## src/rtl/uart_tx_fifo.sv

```systemverilog
// uart_tx_fifo: UART transmitter fed by a small FIFO, with per-frame latched parity/stop/prescale settings
module uart_tx_fifo #(
  parameter int DATA_W     = 8,
  parameter int FIFO_DEPTH = 4,
  parameter int PRESCALE_W = 16
) (
  input  logic                          i_clk,
  input  logic                          i_rst,
  input  logic                          i_data_valid,
  input  logic [DATA_W-1:0]             i_data,
  output logic                          o_ready,
  input  logic [PRESCALE_W-1:0]         i_prescale,
  input  logic                          i_en_par,
  input  logic                          i_par_type,
  input  logic                          i_two_stop,
  output logic                          o_tx,
  output logic                          o_busy,
  output logic [$clog2(FIFO_DEPTH):0]   o_count
);
  localparam int AW = $clog2(FIFO_DEPTH);
  localparam int CW = AW + 1;
  localparam int BW = $clog2(DATA_W + 1);
  localparam logic [PRESCALE_W-1:0] ONE = PRESCALE_W'(1);
  typedef enum logic [2:0] {IDLE, START, DATA, PARITY, STOP} state_t;
  state_t state;
  logic [DATA_W-1:0] mem [FIFO_DEPTH];
  logic [AW-1:0] wr_ptr, rd_ptr;
  logic [DATA_W-1:0] sh;
  logic [PRESCALE_W-1:0] ps_l, cnt, ps_in;
  logic [BW-1:0] bit_cnt;
  logic par_l, en_par_l, two_l;
  logic wr, tick, stop_done, pop;
  assign o_ready   = o_count != CW'(FIFO_DEPTH);
  assign wr        = i_data_valid && o_ready;
  assign tick      = cnt == '0;
  assign stop_done = state == STOP && tick && !(two_l && bit_cnt == '0);
  assign pop       = o_count != '0 && (state == IDLE || stop_done);
  assign ps_in     = i_prescale == '0 ? ONE : i_prescale;
  assign o_busy    = state != IDLE || o_count != '0;
  // storage needs no reset; only the pointers define validity
  always_ff @(posedge i_clk)
    if (wr) mem[wr_ptr] <= i_data;
  // pointers wrap naturally at the power-of-two depth; simultaneous push/pop keeps the count
  always_ff @(posedge i_clk or posedge i_rst)
    if (i_rst) begin
      wr_ptr  <= '0;
      rd_ptr  <= '0;
      o_count <= '0;
    end else begin
      wr_ptr  <= wr_ptr + AW'(wr);
      rd_ptr  <= rd_ptr + AW'(pop);
      o_count <= o_count + CW'(wr) - CW'(pop);
    end
  // frame sequencer: a pop starts a frame and latches its config; cnt times each bit period
  always_ff @(posedge i_clk or posedge i_rst)
    if (i_rst) begin
      state    <= IDLE;
      o_tx     <= 1'b1;
      sh       <= '0;
      ps_l     <= '0;
      cnt      <= '0;
      bit_cnt  <= '0;
      par_l    <= 1'b0;
      en_par_l <= 1'b0;
      two_l    <= 1'b0;
    end else if (pop) begin
      state    <= START;
      o_tx     <= 1'b0;
      sh       <= mem[rd_ptr];
      par_l    <= ^mem[rd_ptr] ^ i_par_type;
      ps_l     <= ps_in;
      cnt      <= ps_in - ONE;
      bit_cnt  <= '0;
      en_par_l <= i_en_par;
      two_l    <= i_two_stop;
    end else if (state == IDLE) begin
      o_tx <= 1'b1;
      cnt  <= '0;
    end else if (!tick) begin
      cnt <= cnt - ONE;
    end else begin
      cnt <= ps_l - ONE;
      case (state)
        START: begin
          state <= DATA;
          o_tx  <= sh[0];
        end
        DATA:
          if (bit_cnt == BW'(DATA_W - 1)) begin
            state   <= en_par_l ? PARITY : STOP;
            o_tx    <= en_par_l ? par_l : 1'b1;
            bit_cnt <= '0;
          end else begin
            sh      <= sh >> 1;
            o_tx    <= sh[1];
            bit_cnt <= bit_cnt + BW'(1);
          end
        PARITY: begin
          state <= STOP;
          o_tx  <= 1'b1;
        end
        STOP:
          if (stop_done) state <= IDLE;
          else bit_cnt <= bit_cnt + BW'(1);
        default: state <= IDLE;
      endcase
    end
endmodule

```

## config.mk

```make
export PLATFORM = sky130hd
export DESIGN_NAME = uart_tx_fifo
export DESIGN_NICKNAME = d
export VERILOG_FILES = /design/src/rtl/uart_tx_fifo.sv
export SDC_FILE = /design/constraint.sdc
export NUM_CORES = 1
export LEC_CHECK = 0
export ABC_AREA = 1
export CORE_ASPECT_RATIO = 1.25
export CORE_MARGIN = 2
export CORE_UTILIZATION = 59
export DETAILED_ROUTE_END_ITERATION = 12
export HOLD_SLACK_MARGIN = 0.06
export PLACE_DENSITY = 0.88
export SLEW_MARGIN = 20
export SYNTH_ARGS = -nofsm -noshare
export SYNTH_HDL_FRONTEND = slang
export SYNTH_SLANG_ARGS = --single-unit
export TNS_END_PERCENT = 100
```

## constraint.sdc

```tcl
create_clock -name i_clk -period 3.2 [get_ports i_clk]
set_input_delay 0.64 -clock i_clk [delete_from_list [all_inputs] [get_ports i_clk]]
set_output_delay 0.64 -clock i_clk [all_outputs]
set_load 0.01 [all_outputs]
```

**Word-level counts from Yosys, hierarchy flattened**

Memory sizes are Yosys's and may differ from the RTL's.
Cells that the tools add are included.

- Register bits after elaboration: 58
- Bits in writable memories: 32
- Input bits: 30
- Output and inout port bits: 6
- Memories kept: 1

- Add/sub/neg operators: 8
- Equal/unequal tests: 11
- Muxes and demuxes: 30
- Bitwise gates (word level): 1
- Reduce and logical (&&, ||, !) cells: 24

Memories:

| name | words | bits a word | read ports | clocked after Yosys merged registers in | write ports | line | text |
|---|---|---|---|---|---|---|---|
| mem | 4 | 8 | 1 | 0 | 1 | 26 | `logic [DATA_W-1:0] mem [FIFO_DEPTH];` |

Operators by type and width:

| kind | count |
|---|---|
| 16-bit 2-to-1 mux | 4 |
| 16-bit by 1-bit subtractor with 16-bit output, second input constant | 3 |
| 8-bit 2-to-1 mux | 5 |
| 16-bit logical NOT | 2 |
| 4-bit 2-to-1 mux | 5 |
| 3-bit 2-to-1 mux | 6 |
| 3-bit != test, second input constant | 4 |
| 3-bit case mux with 4 select lines | 1 |
| 4-bit AND reduction | 3 |
| 3-bit nonzero test | 4 |
| 4-bit case mux with 2 select lines | 1 |
| 8-bit XOR reduction | 1 |
| 1-bit 2-to-1 mux | 7 |
| 3-bit by 2-bit equality test with 1-bit output, second input constant | 2 |
| 1-bit logical AND | 5 |
| 5-bit nonzero test | 1 |
| 2-bit by 1-bit adder with 2-bit output | 2 |
| 4-bit by 1-bit adder with 4-bit output, second input constant | 1 |
| 4-bit by 3-bit equality test with 1-bit output, second input constant | 1 |
| 4-bit logical NOT | 1 |
| 2-bit != test, second input constant | 2 |
| 2-bit nonzero test | 2 |
| 3-bit by 1-bit adder with 3-bit output | 1 |
| 3-bit by 1-bit equality test with 1-bit output, second input constant | 1 |
| other kinds (8) | 9 |

**Depth between registers and ports, before layout**

Gate-level depths: netlist of run 1.

- Depth after elaboration: 9
- Depth in mapped cells: 15
- Gate-level depth less buffers: 14

**Least setup slack after synthesis of run 1**

Ideal clock, no wire load.

- Path type: register to register
- From: register bit_cnt[0]
- To: register o_count[2]
- Setup time: 129 ps
- Arrival: 2218 ps
- Required time: 3071 ps
- Setup slack: 854 ps
- Cell stages (with the launch flop): 14
- Buffers on the path: 1
- Path through: dfrtp_1 inv_1 ha_1 nand2_1 nor3_1 o21ai_2 nand2_2 inv_2 buf_2 ha_1 inv_1 ha_1 fa_1 xor2_1

- Cells in the longest elaborated chain, start to end: 7

RTL lines:

| what | line | text |
|---|---|---|
| start, declared | 30 | `logic [BW-1:0] bit_cnt;` |
| start signal, assigned | 96 | `bit_cnt <= bit_cnt + BW'(1);` |
| start signal, assigned | 104 | `else bit_cnt <= bit_cnt + BW'(1);` |
| 4-bit logical NOT | 36 | `assign stop_done = state == STOP && tick && !(two_l && bit_cnt == '0);` |
| 1-bit logical AND | 36 |  |
| 1-bit logical NOT | 36 |  |
| 1-bit logical AND | 36 |  |
| 1-bit logical OR | 37 | `assign pop = o_count != '0 && (state == IDLE \|\| stop_done);` |
| 1-bit logical AND | 37 |  |
| named net pop | 32 | `logic wr, tick, stop_done, pop;` |
| 3-bit by 1-bit subtractor with 3-bit output | 52 | `o_count <= o_count + CW'(wr) - CW'(pop);` |
| end signal, assigned | 52 |  |
| end, declared | 18 | `output logic [$clog2(FIFO_DEPTH):0] o_count` |

The timed path passes the listed nets, and every way through them passes these cells.
A chain may end at the register's enable or synchronous reset.

**Final worst setup path of run 1**

- From: register bit_cnt[0]
- To: register cnt[4]

- Cells in the longest elaborated chain, start to end: 7

RTL lines:

| what | line | text |
|---|---|---|
| 4-bit logical NOT | 36 |  |
| 1-bit logical AND | 36 |  |
| 1-bit logical NOT | 36 |  |
| 1-bit logical AND | 36 |  |
| 1-bit logical OR | 37 |  |
| 1-bit logical AND | 37 |  |
| 16-bit 2-to-1 mux | 66 | `end else if (pop) begin` |
| end signal, assigned | 72 | `cnt <= ps_in - ONE;` |
| end signal, assigned | 80 | `cnt <= cnt - ONE;` |
| end signal, assigned | 82 | `cnt <= ps_l - ONE;` |
| end, declared | 29 | `logic [PRESCALE_W-1:0] ps_l, cnt, ps_in;` |

Every way passes these cells.

==> metrics, run 1 <==
status complete, no violations; DRT iter0 DRCs 331; Die Wd 86.0 um; Filler Cell Count 650; Final Hold Vio Count 0; Area Overhead vs Synth 13.5%; CTS Root Cell clkbuf_8; min-delay worst type reg2reg; Buf+Inv Stages, Crit Path 4; post-synth cell types 38; Slowest cell on crit path nor2_1; Syn Nets 636; core area 8190 um^2; clk_lat worst skew 0.36 ns; leading cell type in the layout, fill and taps excluded nand2_1; Via density 5.67; Slew Viols, Final 0; placed cell area 5410 um^2; RePlAce Congestion 0.967; half-perimeter wire length after placement 8070 um; Worst Max-Slew Pin Slew 1.04 ns; Critical Path Max Stage Delay 0.81 ns; f_max 369 MHz; worst hold margin 0.491 ns; total wire length 11300 um; Hold-fix buffers, CTS 0; Max Cap Viol 0; CTS H-Tree Depth 3; Die Span Y 107 um; post-route cell area 5630 um^2; die area 9170 um^2; via count 4203; CP Capture Type flop; most frequent cells in the layout nand2_1, inv_1, nand3_1; Leak 2.68 nW; Pwr per Cell Area 965 nW/um^2; antenna violations before repair 0; CP cell instances inv_1, ha_1, nand2_1, nor3_1, o21ai_2, nand2_2, inv_2, buf_4, nor2_1, inv_2, a21oi_1, o21ai_1, nand2_1; Synth Cell Area 4960 um^2; Setup WS post-layout 0.488 ns; drt first pass iters 5; Post-CTS Setup Repair Bufs 0; #FFs+latches synth 90; first-pass GRT wire length 19000 um; Layout Utilization 0.687; Inst Count DP 725; storage element area 2410 um^2; top cell family by delay on the critical path simple AND/OR/NAND/NOR gates; Placement Setup Slack 0.243 ns; CTS Sinks 90; FF-to-FF setup slack 0.49 ns; Slew headroom 0.304; number of global-route vias before repair 4310; Tcrit/Tclk final 0.848; total CTS buffers 9; maximum VDD drop 0.590 mV; Final Skew 0.0117 ns; layout cell share with drive strength beyond 1 0.0978; RSZ-0062 raised after global routing no; setup tns final 0 ns; Clk pin slew, worst setup/hold paths 0.10 ns; Routed Antenna Nets 0; CTS tree yes; Max Root-Sink Buffers 2; minimum clock period 2.71 ns; Critical Path AT 3.01 ns; Synth Instances 597; ports placed on the boundary 36; Mean Syn Cell Area 8.31 um^2; Multi-input gate area 2150 um^2; n_diodes 0; Ys Warns 0; largest net degree at the start of global routing 59; Crit Path Max Fanout 25; setup violators final 0; wire per inst 15.2 um; Pwr Total 5.43 mW; Crit Path Class reg2reg; Remaining DRCs 0; initial core utilization 0.606; post-synthesis sequential area ratio 0.486; fin nets 678; remaining global-route overflow 0; GRT Util Overall 0.264; Startpoint Class flop; # resized after CTS 0; Port Buffers 35; Rows 37; non-filler cells, final 741; WP data required 3.50 ns
## logic make-up (layout without fill, tap and decap cells)
| group | after synthesis | count (layout) | synth area share |
|---|---|---|---|
| compound gates | 71 | 71 | 0.0809 |
| xor+xnor | 18 | 18 | 0.0318 |
| fa+ha+maj | 9 | 9 | 0.0242 |
| buf+inv | 93 | 140 | 0.0812 |
| flops | 90 | 90 | 0.486 |
| simple gates | 316 | 316 | 0.296 |
## registers in the layout (all words and copies together) (netlist names)
register,cells
mem,32
cnt,16
ps_l,16
sh,8
bit_cnt,4
o_count,3
state,3
rd_ptr,2
wr_ptr,2
en_par_l,1
o_tx,1
par_l,1
two_l,1
## Yosys cell counts (all sizes together)
cell type / instances / area (um^2)
nand3b: 4 / 42.5
nand2: 172 / 678
xnor2: 5 / 43.8
ha: 8 / 100
clkbuf: 3 / 11.3
o21bai: 1 / 7.51
edfxtp: 32 / 961
o221ai: 7 / 61.3
nor3: 11 / 55.1
nor2: 60 / 312
or2: 1 / 6.26
a31oi: 2 / 12.5
o21a: 1 / 7.51
fa: 1 / 20.0
xor2: 13 / 114
a21oi: 13 / 65.1
o22ai: 5 / 31.3
dfstp: 1 / 26.3
nand3: 61 / 330
nand4: 6 / 37.5
buf: 12 / 98.8
o31ai: 1 / 7.51
dfrtp: 57 / 1430
and2: 1 / 6.26
o21ai: 41 / 209
inv: 78 / 293
## final timing paths
check	from	end	depth (start not counted)
max in group asynchronous	i_rst	cnt[8]	3
worst min register to register	ps_l[14]	ps_l[14]	2
worst max-delay path	bit_cnt[0]	cnt[4]	13
worst max register to register	bit_cnt[0]	cnt[4]	13
min in group asynchronous	i_rst	ps_l[2]	3
worst min-delay path	ps_l[14]	ps_l[14]	2
## worst register-to-register path: cells and delay by family, from the launching register on
family / cells / cell delay [ns]
AOI/OAI and AO/OA: 3 / 0.36
adders and majority gates: 1 / 0.15
buffers and inverters: 4 / 0.47
DFF: 1 / 0.43
and+or+nand+nor: 5 / 1.25
## where the power goes
group / internal, mW / total (mW) / switching, mW
logic: 0.918 / 2.64 / 1.72
registers: 1.64 / 1.92 / 0.287
clock network: 0.447 / 0.869 / 0.423
## layout make-up
class                      instances  share of cell area
sequential                        90               0.429
multi-input combinational        414               0.381
timing repair buffer              46              0.0769
inverter                          78              0.0520
clock buffer                       9              0.0220
tap                               97              0.0216
clock inverter                     7              0.0178
## metal layers
layer | wire length [um] | track usage
met1 | 4260 | 0.297
met2 | 6000 | 0.471
met3 | 536 | 0.0380
met4 | 489 | 0.144
met5 | 0 | 0
Power figures use the tool's default switching activity.
==> run 2, diff against run 1 <==
--- a/config.mk
+++ b/config.mk
@@ -8,10 +8,10 @@
 export ABC_AREA = 1
 export CORE_ASPECT_RATIO = 1.25
 export CORE_MARGIN = 2
-export CORE_UTILIZATION = 59
+export CORE_UTILIZATION = 53
 export DETAILED_ROUTE_END_ITERATION = 12
 export HOLD_SLACK_MARGIN = 0.06
-export PLACE_DENSITY = 0.88
+export PLACE_DENSITY = 0.84
 export SLEW_MARGIN = 20
 export SYNTH_ARGS = -nofsm -noshare
 export SYNTH_HDL_FRONTEND = slang
==> constraint.sdc (replaced) <==
create_clock -name i_clk -period 2.2 [get_ports i_clk]
set_input_delay 0.44 -clock i_clk [delete_from_list [all_inputs] [get_ports i_clk]]
set_output_delay 0.44 -clock i_clk [all_outputs]
set_load 0.01 [all_outputs]
==> run 2 against run 1 <==
  * Largest cell class unchanged
  * Clock skew is 0.0028 ns lower
  * First-iteration DRC count is 31% lower
  * Register-to-register slack worse by 0.42 ns
  * Wire length is 3.9% higher
  * Sequential cell count stayed put
  * Core utilization is 1.5 points lower
  * Via count is 1.4% higher
  * Die area is 11% higher
==> metrics, run 2 (same netlist as run 1, synthesis figures left out) <==
CTS Root Cell clkbuf_16; placed cell area 5760 um^2; core area 9130 um^2; maximum VDD drop 0.829 mV; total wire length 11700 um; setup tns final 0 ns; Most flops, register mem; Top Registers mem (32), cnt (16), ps_l (16); Slowest cell on crit path clkdlybuf4s50_1; ports placed on the boundary 36; Worst Max-Slew Pin Slew 0.485 ns; antenna violations before repair 0; Critical Path AT 1.72 ns; Area Overhead vs Synth 23.6%; Routed Antenna Nets 0; number of global-route vias before repair 4334; Layout Utilization 0.672; Pwr Total 8.45 mW; top layer in use met4; Pwr per Cell Area 1380 nW/um^2; largest net degree at the start of global routing 59; Port Buffers 35; Slew headroom 0.677; remaining global-route overflow 0; top cell family by delay on the critical path buffers and inverters; CTS Sinks 90; layout cell share with drive strength beyond 1 0.174; Critical Path Max Stage Delay 0.48 ns; die area 10200 um^2; minimum clock period 2.16 ns; Remaining DRCs 0; Tcrit/Tclk final 0.981; RePlAce Congestion 0.926; Via density 5.29; total CTS buffers 9; Slew Viols, Final 0; fin nets 716; Hold-fix buffers, CTS 0; drt first pass iters 5; GRT Util Overall 0.241; min-delay worst type in2async; WL met2 6180 um; Crit Path Max Fanout 5; RSZ-0062 raised after global routing yes; Die Wd 90.6 um; half-perimeter wire length after placement 8650 um; CTS H-Tree Depth 3; Max Root-Sink Buffers 2; DRT iter0 DRCs 227; f_max 463 MHz; Leak 2.92 nW; CP cell instances nor2_2, inv_2, nor2_4, nand2_1, clkdlybuf4s50_1; non-filler cells, final 805; worst hold margin 0.455 ns; initial core utilization 0.544; status complete, no violations; Startpoint Class flop; Largest register FFs 32; Inst Count DP 788; Crit Path Class reg2out; Max Cap Viol 0; DR WL met3 474 um; Final Hold Vio Count 0; Buf+Inv Stages, Crit Path 2; CP Capture Type primary output; most frequent cells in the layout nand2_1, inv_1, nand3_1; Placement Setup Slack -0.188 ns; Rows 39; Clk pin slew, worst setup/hold paths 0.07 ns; wire per inst 14.6 um; post-route cell area 6140 um^2; Setup WS post-layout 0.0408 ns; leading cell type in the layout, fill and taps excluded nand2_1; CTS tree yes; routed metal-1 wirelength 4680 um; via count 4260; first-pass GRT wire length 19500 um; Final Skew 0.00893 ns; setup violators final 0; n_diodes 0; WP data required 1.76 ns; Die Span Y 112 um; clk_lat worst skew 0.35 ns
## run 2: cell types whose count changed in the layout (fill, tap and decap cells not counted), moves of 3 or more
cell,previous run,this run
nor2_1,46,40
inv_1,73,70
clkbuf_16,0,9
nor2_2,9,12
clkbuf_8,9,0
ha_1,8,4
buf_4,11,48
nor2_4,2,5
## run 2: path summary, 6_finish.rpt
kind / start / end / slack, ns / cells past startpoint
min reg2reg: par_l / par_l / 0.49 / 2
max in group asynchronous: i_rst / o_tx / 1.44 / 3
max: state[0] / o_busy / 0.04 / 5
min in group i_clk: par_l / par_l / 0.49 / 2
max reg2reg: cnt[14] / o_count[2] / 0.07 / 12
min: i_rst / cnt[4] / 0.45 / 3
## run 2: worst reg2reg max path: stages (launching register included)
cell and delay, ns:
dfrtp_1 0.39, nor2_1 0.13, nand2_2 0.12, nor2_8 0.16, nand2_4 0.10, o21ai_4 0.14
nand2_2 0.09, inv_4 0.09, ha_4 0.12, inv_2 0.03, ha_4 0.14, fa_2 0.33
xor2_1 0.17
## run 2: report_power, final
group	internal [mW]	switching, mW
registers	2.39	0.422
logic	1.50	2.59
clock network	0.896	0.665
## run 2: cell type report
type | count | area (um^2)
clock inverters | 6 | 75.1
fillers | 716 | 2990
clock buffers | 10 | 229
repair buffers | 84 | 733
inverters | 78 | 295
flip-flops and latches | 90 | 2410
well taps | 123 | 154
multi-input cells | 414 | 2230
## run 2: what timing repair did
item / CTS / global route
gates resized for setup: 1 / 20
hold endpoints to repair: 0 / 0
setup buffers: 0 / 1
cloned: 0 / 0
setup endpoints to repair: 5 / 11
pin swaps: 2 / 13
## run 2: routing by layer
layer | vias up | GRT usage
met5 | - | 0
met4 | 0 | 0.129
met3 | 29 | 0.0356
met2 | 132 | 0.446
met1 | 1992 | 0.266
li1 | 2107 | -
